## config.mk

```make
export PLATFORM = sky130hd
export DESIGN_NAME = pre_input_loader_flat
export DESIGN_NICKNAME = d
export VERILOG_FILES = /design/src/rtl/pre_input_loader_if.sv /design/src/rtl/pre_input_loader.sv /design/src/flat_wrapper.sv
export SDC_FILE = /design/constraint.sdc
export NUM_CORES = 1
export LEC_CHECK = 0
export CAP_MARGIN = 10
export CORE_MARGIN = 5
export CORE_UTILIZATION = 35
export CTS_CLUSTER_SIZE = 12
export DETAILED_ROUTE_END_ITERATION = 12
export PLACE_DENSITY = 0.72
export SLEW_MARGIN = 40
export SYNTH_ARGS = -nofsm -noshare
export SYNTH_HDL_FRONTEND = slang
export SYNTH_SLANG_ARGS = --single-unit
export TNS_END_PERCENT = 30
```

## constraint.sdc

```tcl
create_clock -name clk -period 1.7 [get_ports clk]
set_input_delay 0.34 -clock clk [delete_from_list [all_inputs] [get_ports clk]]
set_output_delay 0.34 -clock clk [all_outputs]
set_load 0.05 [all_outputs]
```

## src/rtl/pre_input_loader_if.sv

```systemverilog
// Bundle between the loader, the upstream AXI-Stream source and the transposer input buffer.
// The slave modport is the loader's view; the master modport is the environment's.
interface pre_input_loader_if #(
  parameter int DATA_WIDTH = 39
);
  logic                      s_axis_tvalid;
  logic                      s_axis_tready;
  logic [127:0]              s_axis_tdata;
  logic                      s_axis_tlast;
  logic                      o_ibuf_reset;
  logic                      o_ibuf_wren;
  logic [11:0]               o_ibuf_addr;
  logic [2*DATA_WIDTH-1:0]   o_ibuf_data;
  logic                      i_ibuf_done;

  modport slave (
    input  s_axis_tvalid, s_axis_tdata, s_axis_tlast, i_ibuf_done,
    output s_axis_tready, o_ibuf_reset, o_ibuf_wren, o_ibuf_addr, o_ibuf_data
  );

  modport master (
    output s_axis_tvalid, s_axis_tdata, s_axis_tlast, i_ibuf_done,
    input  s_axis_tready, o_ibuf_reset, o_ibuf_wren, o_ibuf_addr, o_ibuf_data
  );
endinterface

```

## src/rtl/pre_input_loader.sv

```systemverilog
// Streams one batch of two-lane coefficient beats into the transposer input buffer,
// clearing it first and flagging tlast framing errors without altering the beat count.
module pre_input_loader #(
  parameter int DATA_WIDTH  = 39,
  parameter int BATCH_BEATS = 2048
) (
  input  logic               clk,
  input  logic               rst_n,
  input  logic               i_start,
  pre_input_loader_if.slave  bus,
  output logic               o_busy,
  output logic               o_done,
  output logic               o_err
);
  typedef enum logic [1:0] {IDLE, CLEAR, LOAD, WAIT_DONE} state_t;

  localparam logic [11:0] LAST_BEAT = 12'(BATCH_BEATS - 1);

  state_t                  state_q, state_d;
  logic [11:0]             cnt_q;
  logic                    wren_q;
  logic [11:0]             addr_q;
  logic [2*DATA_WIDTH-1:0] data_q;
  logic                    done_q;
  logic                    err_q;
  logic                    tready;
  logic                    accept;
  logic                    last_beat;

  assign accept    = tready && bus.s_axis_tvalid;
  assign last_beat = (cnt_q == LAST_BEAT);

  always_ff @(posedge clk or negedge rst_n) begin
    if (!rst_n) begin
      state_q <= IDLE;
    end else begin
      state_q <= state_d;
    end
  end

  always_comb begin
    state_d          = state_q;
    tready           = 1'b0;
    bus.o_ibuf_reset = 1'b0;
    o_busy           = 1'b1;
    case (state_q)
      IDLE: begin
        o_busy = 1'b0;
        if (i_start) begin
          state_d = CLEAR;
        end
      end
      CLEAR: begin
        bus.o_ibuf_reset = 1'b1;
        state_d          = LOAD;
      end
      LOAD: begin
        tready = 1'b1;
        // End of batch is decided by the beat count only, never by tlast.
        if (accept && last_beat) begin
          state_d = WAIT_DONE;
        end
      end
      WAIT_DONE: begin
        if (bus.i_ibuf_done) begin
          state_d = IDLE;
        end
      end
      default: state_d = IDLE;
    endcase
  end

  always_ff @(posedge clk or negedge rst_n) begin
    if (!rst_n) begin
      cnt_q  <= '0;
      wren_q <= 1'b0;
      addr_q <= '0;
      data_q <= '0;
      done_q <= 1'b0;
      err_q  <= 1'b0;
    end else begin
      wren_q <= accept;
      done_q <= (state_q == WAIT_DONE) && bus.i_ibuf_done;
      if (state_q == CLEAR) begin
        cnt_q <= '0;
      end else if (accept) begin
        cnt_q <= cnt_q + 12'd1;
      end
      if (accept) begin
        addr_q <= cnt_q;
        data_q <= {bus.s_axis_tdata[64 +: DATA_WIDTH], bus.s_axis_tdata[0 +: DATA_WIDTH]};
      end
      // Sticky until a new batch is started from IDLE.
      if ((state_q == IDLE) && i_start) begin
        err_q <= 1'b0;
      end else if (accept && (bus.s_axis_tlast != last_beat)) begin
        err_q <= 1'b1;
      end
    end
  end

  assign bus.s_axis_tready = tready;
  assign bus.o_ibuf_wren   = wren_q;
  assign bus.o_ibuf_addr   = addr_q;
  assign bus.o_ibuf_data   = data_q;
  assign o_done            = done_q;
  assign o_err             = err_q;
endmodule

```

## src/flat_wrapper.sv

```systemverilog
// flat-port wrapper written by rule: the top's interface ports become plain ports
module pre_input_loader_flat 
#(
  parameter int DATA_WIDTH  = 39,
  parameter int BATCH_BEATS = 2048
)
  (clk, rst_n, i_start, o_busy, o_done, o_err, bus_s_axis_tvalid, bus_s_axis_tdata, bus_s_axis_tlast, bus_i_ibuf_done, bus_s_axis_tready, bus_o_ibuf_reset, bus_o_ibuf_wren, bus_o_ibuf_addr, bus_o_ibuf_data);
  pre_input_loader_if #(.DATA_WIDTH(DATA_WIDTH)) bus_i ();
  input  logic clk;
  input  logic rst_n;
  input  logic i_start;
  output logic o_busy;
  output logic o_done;
  output logic o_err;
  input wire logic [$bits(bus_i.s_axis_tvalid)-1:0] bus_s_axis_tvalid;
  input wire logic [$bits(bus_i.s_axis_tdata)-1:0] bus_s_axis_tdata;
  input wire logic [$bits(bus_i.s_axis_tlast)-1:0] bus_s_axis_tlast;
  input wire logic [$bits(bus_i.i_ibuf_done)-1:0] bus_i_ibuf_done;
  output wire logic [$bits(bus_i.s_axis_tready)-1:0] bus_s_axis_tready;
  output wire logic [$bits(bus_i.o_ibuf_reset)-1:0] bus_o_ibuf_reset;
  output wire logic [$bits(bus_i.o_ibuf_wren)-1:0] bus_o_ibuf_wren;
  output wire logic [$bits(bus_i.o_ibuf_addr)-1:0] bus_o_ibuf_addr;
  output wire logic [$bits(bus_i.o_ibuf_data)-1:0] bus_o_ibuf_data;
  assign bus_i.s_axis_tvalid = bus_s_axis_tvalid;
  assign bus_i.s_axis_tdata = bus_s_axis_tdata;
  assign bus_i.s_axis_tlast = bus_s_axis_tlast;
  assign bus_i.i_ibuf_done = bus_i_ibuf_done;
  assign bus_s_axis_tready = bus_i.s_axis_tready;
  assign bus_o_ibuf_reset = bus_i.o_ibuf_reset;
  assign bus_o_ibuf_wren = bus_i.o_ibuf_wren;
  assign bus_o_ibuf_addr = bus_i.o_ibuf_addr;
  assign bus_o_ibuf_data = bus_i.o_ibuf_data;
  pre_input_loader #(.DATA_WIDTH(DATA_WIDTH), .BATCH_BEATS(BATCH_BEATS)) u_core (.clk(clk), .rst_n(rst_n), .i_start(i_start), .bus(bus_i), .o_busy(o_busy), .o_done(o_done), .o_err(o_err));
endmodule
```

# Word-level counts from Yosys, hierarchy flattened
# Cells that the tools add are included.
# Widths: inputs -> output; s select.
# word_totals
ff_bits	107
latch_bits	0
ramBits	0
rom_bits	0
in_bits	134
output_inout_bits	96
elab_cells	36
n_memories	0
# classes
addsub	1
n_mul	0
n_div	0
n_lt_le_gt_ge	0
n_eq_ne	8
n_shift	0
muxes	11
bitwise_logic	0
reduce_logical	9
# ops
operator	n
$mux 12	2
$add 12x1->12 const B	1
$eq 12x11->1 const B	1
$pmux 2 s4	1
$mux 2	3
$logic_and 1x1->1	5
$mux 1	5
$eq 2x2->1 const B	2
$ne 2x2->1 const B	2
$reduce_bool 2->1	2
$reduce_and 3->1	1
$eq 2x1->1 const B	1
$logic_not 2->1	1
$ne 2x1->1 const B	1
$ne 1x1->1	1

# Depth between registers and ports, before layout
# logic_depth
depth_word	6
depth_mapped	9
depth_no_buf	7

# Worst setup path after synthesis
# Ideal clock, no wire load.
# synth_path
path_kind	register -> register
from	register u_core.state_q[0]
to	register u_core.data_q[10] (netlist: u_core.bus.o_ibuf_data[10])
setup_ps	125
t_arrival_ps	2059
t_required_ps	1575
slack_ps	-484
stages_incl_launch_ff	9
n_path_buf	3
synth_period_minus_slack_ps	2184
path_cell_list	dfrtp_1 -> inv_1 -> ha_1 -> clkbuf_2 -> nand2_2 -> inv_1 -> buf_4 -> buf_4 -> mux2_2
# synth_via
elab_chain_len	3
# synth_lines
item	line	source
start: declaration	pre_input_loader.sv:19	state_t state_q, state_d;
start signal: assignment	pre_input_loader.sv:37	state_q <= state_d;
$eq 2x2->1	pre_input_loader.sv:46	case (state_q)
$mux 1	pre_input_loader.sv:46	
net bus_s_axis_tready	flat_wrapper.sv:19	output wire logic [$bits(bus_i.s_axis_tready)-1:0] bus_s_axis_tready;
$logic_and 1x1->1	pre_input_loader.sv:30	assign accept = tready && bus.s_axis_tvalid;
end signal: assignment	pre_input_loader.sv:91	data_q <= {bus.s_axis_tdata[64 +: DATA_WIDTH], bus.s_axis_tdata[0 +: DATA_WIDTH]};
end: declaration	pre_input_loader.sv:23	logic [2*DATA_WIDTH-1:0] data_q;
# The timed path passes the listed nets, and every way through them passes these cells.
# A chain may end at the register's enable or synchronous reset.

# Worst setup path after layout
# layout_path
from	register u_core.state_q[0]
to	output o_busy
# layout_via
elab_chain_len	2
# layout_lines
item	line	source
$logic_not 2->1	pre_input_loader.sv:46	
$mux 1	pre_input_loader.sv:46	
end: declaration	flat_wrapper.sv:12	output logic o_busy;
# No other way between the ends.

==> flow_summary.html <==
<table>
<tr><th>Metric</th><th>Value</th></tr>
<tr><th colspan="2">Run status</th></tr>
<tr><td>Run status</td><td>finished, final reports clean</td></tr>
<tr><th colspan="2">Critical path</th></tr>
<tr><td>CP Max Fanout</td><td>3</td></tr>
<tr><td>Required time at the endpoint of the critical path</td><td>1.36 ns</td></tr>
<tr><td>Peak per-stage delay on the critical path</td><td>0.40 ns</td></tr>
<tr><td>Crit-path cells</td><td>inv_2 -&gt; ha_2 -&gt; buf_4 -&gt; inv_2 -&gt; buf_12</td></tr>
<tr><td>Logic depth of the worst setup path including buffers</td><td>5</td></tr>
<tr><td>Data arrival time at the worst-slack endpoint</td><td>1.32 ns</td></tr>
<tr><td>Cell at the slowest stage of the critical path</td><td>sky130_fd_sc_hd__dfrtp_1</td></tr>
<tr><td>Cell type group with the largest total delay on the critical path</td><td>flip-flops</td></tr>
<tr><td>Endpoint class of the critical path</td><td>output port</td></tr>
<tr><td>Worst-case reg-to-reg path depth</td><td>6</td></tr>
<tr><td>Sort of element at the start of the critical path</td><td>register</td></tr>
<tr><td>CP most frequent cell</td><td>sky130_fd_sc_hd__inv_2</td></tr>
<tr><td>Crit path buffers/inverters</td><td>4</td></tr>
<tr><td>Setup CP Type</td><td>reg2out</td></tr>
<tr><th colspan="2">Routing</th></tr>
<tr><td>Detailed-route wire length</td><td>10230 um</td></tr>
<tr><td>Post-detailed-route via-to-cell ratio</td><td>4.681</td></tr>
<tr><td>Detailed router's first-iteration violation count</td><td>146</td></tr>
<tr><td>Average wire length per cell after detail routing</td><td>16.21 um</td></tr>
<tr><td>Residual DRC count</td><td>0</td></tr>
<tr><td>Detailed-routing iteration count for the pre-antenna-repair pass</td><td>4</td></tr>
<tr><td>Overall via count from detail_route</td><td>2954</td></tr>
<tr><td>Count of nets left with antenna violations after detail routing</td><td>0</td></tr>
<tr><th colspan="2">Layout</th></tr>
<tr><td>Number of nets in the layout</td><td>618</td></tr>
<tr><td>Number of antenna cells inserted</td><td>0</td></tr>
<tr><td>Fraction of layout cells with a size suffix above 1</td><td>0.4855</td></tr>
<tr><td>Area growth from synthesis to final layout</td><td>52.23%</td></tr>
<tr><th colspan="2">Timing</th></tr>
<tr><td>Slew at the pin closest to its max-slew limit</td><td>0.5689 ns</td></tr>
<tr><td>Final hold violation count</td><td>0</td></tr>
<tr><td>Worst clock skew on the final layout</td><td>0.006182 ns</td></tr>
<tr><td>Maximum frequency from static timing analysis</td><td>602.1 MHz</td></tr>
<tr><td>Final cycle utilization of the critical path</td><td>0.9769</td></tr>
<tr><td>Final count of pins violating max slew</td><td>0</td></tr>
<tr><td>Unrepaired setup endpoints after global routing</td><td>false</td></tr>
<tr><td>Total setup violations reported at the end of the flow</td><td>0</td></tr>
<tr><td>Headroom to the max-slew limit</td><td>0.6208</td></tr>
<tr><td>Final Worst Setup Slack</td><td>0.03919 ns</td></tr>
<tr><td>Period minus WS final</td><td>1.661 ns</td></tr>
<tr><th colspan="2">Global route</th></tr>
<tr><td>Global-route wire length before repair</td><td>16350 um</td></tr>
<tr><td>Initial antenna violation count</td><td>0</td></tr>
<tr><td>Maximum number of pins on one net before global-route repair</td><td>108</td></tr>
<tr><td>Remaining Overflow, GRT</td><td>0</td></tr>
<tr><td>All-Layer GR Usage</td><td>0.1413</td></tr>
<tr><td>Vias in the first global route</td><td>3142</td></tr>
<tr><th colspan="2">Hold path</th></tr>
<tr><td>Hold Path Class</td><td>in2async</td></tr>
<tr><th colspan="2">Clocking</th></tr>
<tr><td>CTS Sinks</td><td>107</td></tr>
<tr><td>Buffers from clock root to sink, at most</td><td>2</td></tr>
<tr><td>Clock insertion delay at the later pin of the skew report</td><td>0.33 ns</td></tr>
<tr><td>Clock tree from TritonCTS</td><td>done</td></tr>
<tr><td>CTS Buf Count</td><td>9</td></tr>
<tr><td>Clk root buf</td><td>sky130_fd_sc_hd__clkbuf_16</td></tr>
<tr><td>Max H-tree Level</td><td>3</td></tr>
<tr><td>Reg clk slew, reported paths</td><td>0.07 ns</td></tr>
<tr><th colspan="2">Pwr</th></tr>
<tr><td>Static Leak</td><td>2.926 nW</td></tr>
<tr><td>Total power per unit cell area</td><td>1193 mW/mm^2</td></tr>
<tr><td>Worst IR drop on VDD</td><td>0.4677 mV</td></tr>
<tr><td>Total power consumption of the routed design</td><td>7.786 mW</td></tr>
<tr><th colspan="2">Placement</th></tr>
<tr><td>Post-Place Worst Slack</td><td>-0.1898 ns</td></tr>
<tr><td>Port Buffers</td><td>179</td></tr>
<tr><td>Final HPWL from detailed placement</td><td>7637 um</td></tr>
<tr><td>Final weighted congestion in routability-driven placement</td><td>0.7743</td></tr>
<tr><th colspan="2">Yosys</th></tr>
<tr><td>Post-synthesis area per instance</td><td>15.10 sq um</td></tr>
<tr><td>Synthesized area</td><td>0.004288 sq mm</td></tr>
<tr><td>Cells after synthesis</td><td>284</td></tr>
<tr><td>Synth Net Count</td><td>423</td></tr>
<tr><td>Yosys reg bits</td><td>107</td></tr>
<tr><td>Dominant combinational cell family by area after synthesis</td><td>multiplexers</td></tr>
<tr><td>Post-synthesis share of cell area spent on and, or, nand and nor gates</td><td>0.06595</td></tr>
<tr><td>Adder-cell share of the synthesized area</td><td>0.01459</td></tr>
<tr><td>Share of synthesized area spent on multiplexers</td><td>0.2346</td></tr>
<tr><td>Synth Area in Compound Gates</td><td>0.01488</td></tr>
<tr><td>Yosys cell types</td><td>33</td></tr>
<tr><td>Portion of the post-synthesis area used by sequential elements</td><td>0.6245</td></tr>
<tr><td>Xor and xnor area share after synthesis</td><td>0.01838</td></tr>
<tr><td>YS warnings</td><td>0</td></tr>
<tr><th colspan="2">Flow run</th></tr>
<tr><td>Count of maximum capacitance violations</td><td>0</td></tr>
<tr><th colspan="2">Die</th></tr>
<tr><td>Initial standard-cell utilization of the core</td><td>0.3570</td></tr>
<tr><td>Number of primary I/O pins</td><td>230</td></tr>
<tr><td>Overall die width</td><td>120.7 um</td></tr>
<tr><td>Die area</td><td>0.01456 sq mm</td></tr>
<tr><td>Chip Height</td><td>120.7 um</td></tr>
<tr><td>Floorplan row count</td><td>40</td></tr>
<tr><td>Placeable core region</td><td>0.01201 sq mm</td></tr>
</table>
-- Yosys cell counts, drive strengths merged --
master    n  area share
and2      1      0.0015
or3       1      0.0015
mux2     89        0.23
and3b     1      0.0020
xor2      2      0.0041
clkbuf    2      0.0020
nor4      3       0.011
nor3      6      0.0070
o21ai     4      0.0047
nand2    11       0.011
nor2b     3      0.0044
or4b      1      0.0023
a21oi     2      0.0023
dfrtp   107        0.62
o32ai     1      0.0020
buf      10       0.020
a31oi     1      0.0015
o221a     1      0.0026
inv       6      0.0053
o211ai    1      0.0018
nor2     11      0.0096
ha        5       0.015
xnor2     7       0.014
nand3     3      0.0047
nand4     5       0.011
-- stage by stage --
step / util / instances / cell area, sq um / hold WS (ns) / TNS, ns
after CTS: 0.5416 / 631 / 6505 / 0.09985 / 0
final: 0.5434 / 631 / 6528 / 0.05350 / 0
after floorplan: - / 284 / 4324 / 0.04441 / -6.150
after detailed placement: 0.5102 / 613 / 6128 / 0.4681 / -12.32
after global placement: 0.5102 / 613 / 6128 / 0.4609 / -10.88
after global routing: 0.5434 / 631 / 6528 / 0.1005 / 0
-- state kept, by name (all words and copies together) (netlist names) --
| register | flops |
|---|---|
| u_core.bus.o_ibuf_addr | 12 |
| u_core.bus.o_ibuf_data | 78 |
| u_core.bus.o_ibuf_wren | 1 |
| u_core.cnt_q | 12 |
| u_core.o_done | 1 |
| u_core.o_err | 1 |
| u_core.state_q | 2 |
-- power breakdown --
part           internal [mW]  leakage, nW  switching [mW]  total, mW
Clock                   1.56        0.179           0.885       2.44
Sequential              2.88         1.29           0.244       3.12
Combinational          0.834         1.46            1.39       2.22
Total                   5.27         2.93            2.52       7.79
-- metal layers --
layer	track usage	part of all wire	wire length, um	up-vias
met4	0.05241	0.016	166	0
met2	0.2497	0.52	5313	100
met1	0.1671	0.40	4121	1449
met5	0	0	0	-
met3	0.03274	0.061	627	12
li1	-	-	-	1393
-- kinds of logic after synthesis --
family | count (synthesis)
adders and majority gates | 5
buffers and inverters | 18
AOI/OAI and AO/OA | 10
DFF | 107
xor gates and xnor gates | 9
muxes | 89
and+or+nand+nor | 46
-- worst register-to-register path, stage by stage (launching register included) --
cell	delay, ns
sky130_fd_sc_hd__dfrtp_1	0.40
sky130_fd_sc_hd__buf_6	0.14
sky130_fd_sc_hd__ha_4	0.17
sky130_fd_sc_hd__buf_6	0.13
sky130_fd_sc_hd__or4b_1	0.51
sky130_fd_sc_hd__o221a_2	0.13
sky130_fd_sc_hd__o211ai_1	0.08
-- cells in the final DEF (no fill, tap or decap), types with 2 or more instances in the layout --
cell	n
sky130_fd_sc_hd__o21ai_0	4
sky130_fd_sc_hd__nand2_2	2
sky130_fd_sc_hd__clkbuf_8	3
sky130_fd_sc_hd__nand3_1	2
sky130_fd_sc_hd__dfrtp_1	107
sky130_fd_sc_hd__ha_2	3
sky130_fd_sc_hd__mux2_2	88
sky130_fd_sc_hd__nor2b_1	2
sky130_fd_sc_hd__nor4_4	2
sky130_fd_sc_hd__buf_12	6
sky130_fd_sc_hd__inv_1	2
sky130_fd_sc_hd__buf_6	2
sky130_fd_sc_hd__nor3_1	6
sky130_fd_sc_hd__nor2_1	11
sky130_fd_sc_hd__a21oi_1	2
sky130_fd_sc_hd__bufinv_16	3
sky130_fd_sc_hd__nand4_1	4
sky130_fd_sc_hd__xnor2_1	7
sky130_fd_sc_hd__clkbuf_16	9
sky130_fd_sc_hd__clkdlybuf4s50_1	82
sky130_fd_sc_hd__inv_2	3
sky130_fd_sc_hd__clkinv_2	2
sky130_fd_sc_hd__buf_4	106
sky130_fd_sc_hd__nand2_1	9
sky130_fd_sc_hd__xor2_1	2
-- area by class of cell --
type / count / area [sq um]
clock buffers: 12 / 266.5
clock inverters: 4 / 95.09
repair buffers: 196 / 1759
fillers: 1008 / 5484
flip-flops and latches: 107 / 2678
inverters: 6 / 23.77
multi-input cells: 159 / 1521
well taps: 147 / 183.9
-- worst paths after layout --
path	slack, ns	from	end
max	0.04	u_core.state_q[0]$_DFFE_PN0P_	o_busy
min	0.05	rst_n	u_core.bus.o_ibuf_data[17]$_DFFE_PN0P_
max reg2reg	0.06	u_core.state_q[1]$_DFFE_PN0P_	u_core.state_q[1]$_DFFE_PN0P_
min reg2reg	0.51	u_core.bus.o_ibuf_data[15]$_DFFE_PN0P_	u_core.bus.o_ibuf_data[15]$_DFFE_PN0P_
max in group asynchronous	1.20	rst_n	u_core.bus.o_ibuf_data[60]$_DFFE_PN0P_
min in group clk	0.51	u_core.bus.o_ibuf_data[15]$_DFFE_PN0P_	u_core.bus.o_ibuf_data[15]$_DFFE_PN0P_
-- timing repair --
action,4_1_cts,5_1_grt
pin swaps,0,0
buffers inserted,2,0
setup endpoints to repair,2,4
hold buffers,0,0
gates resized for setup,0,9
Note: power is estimated with default switching activity, not from simulation.
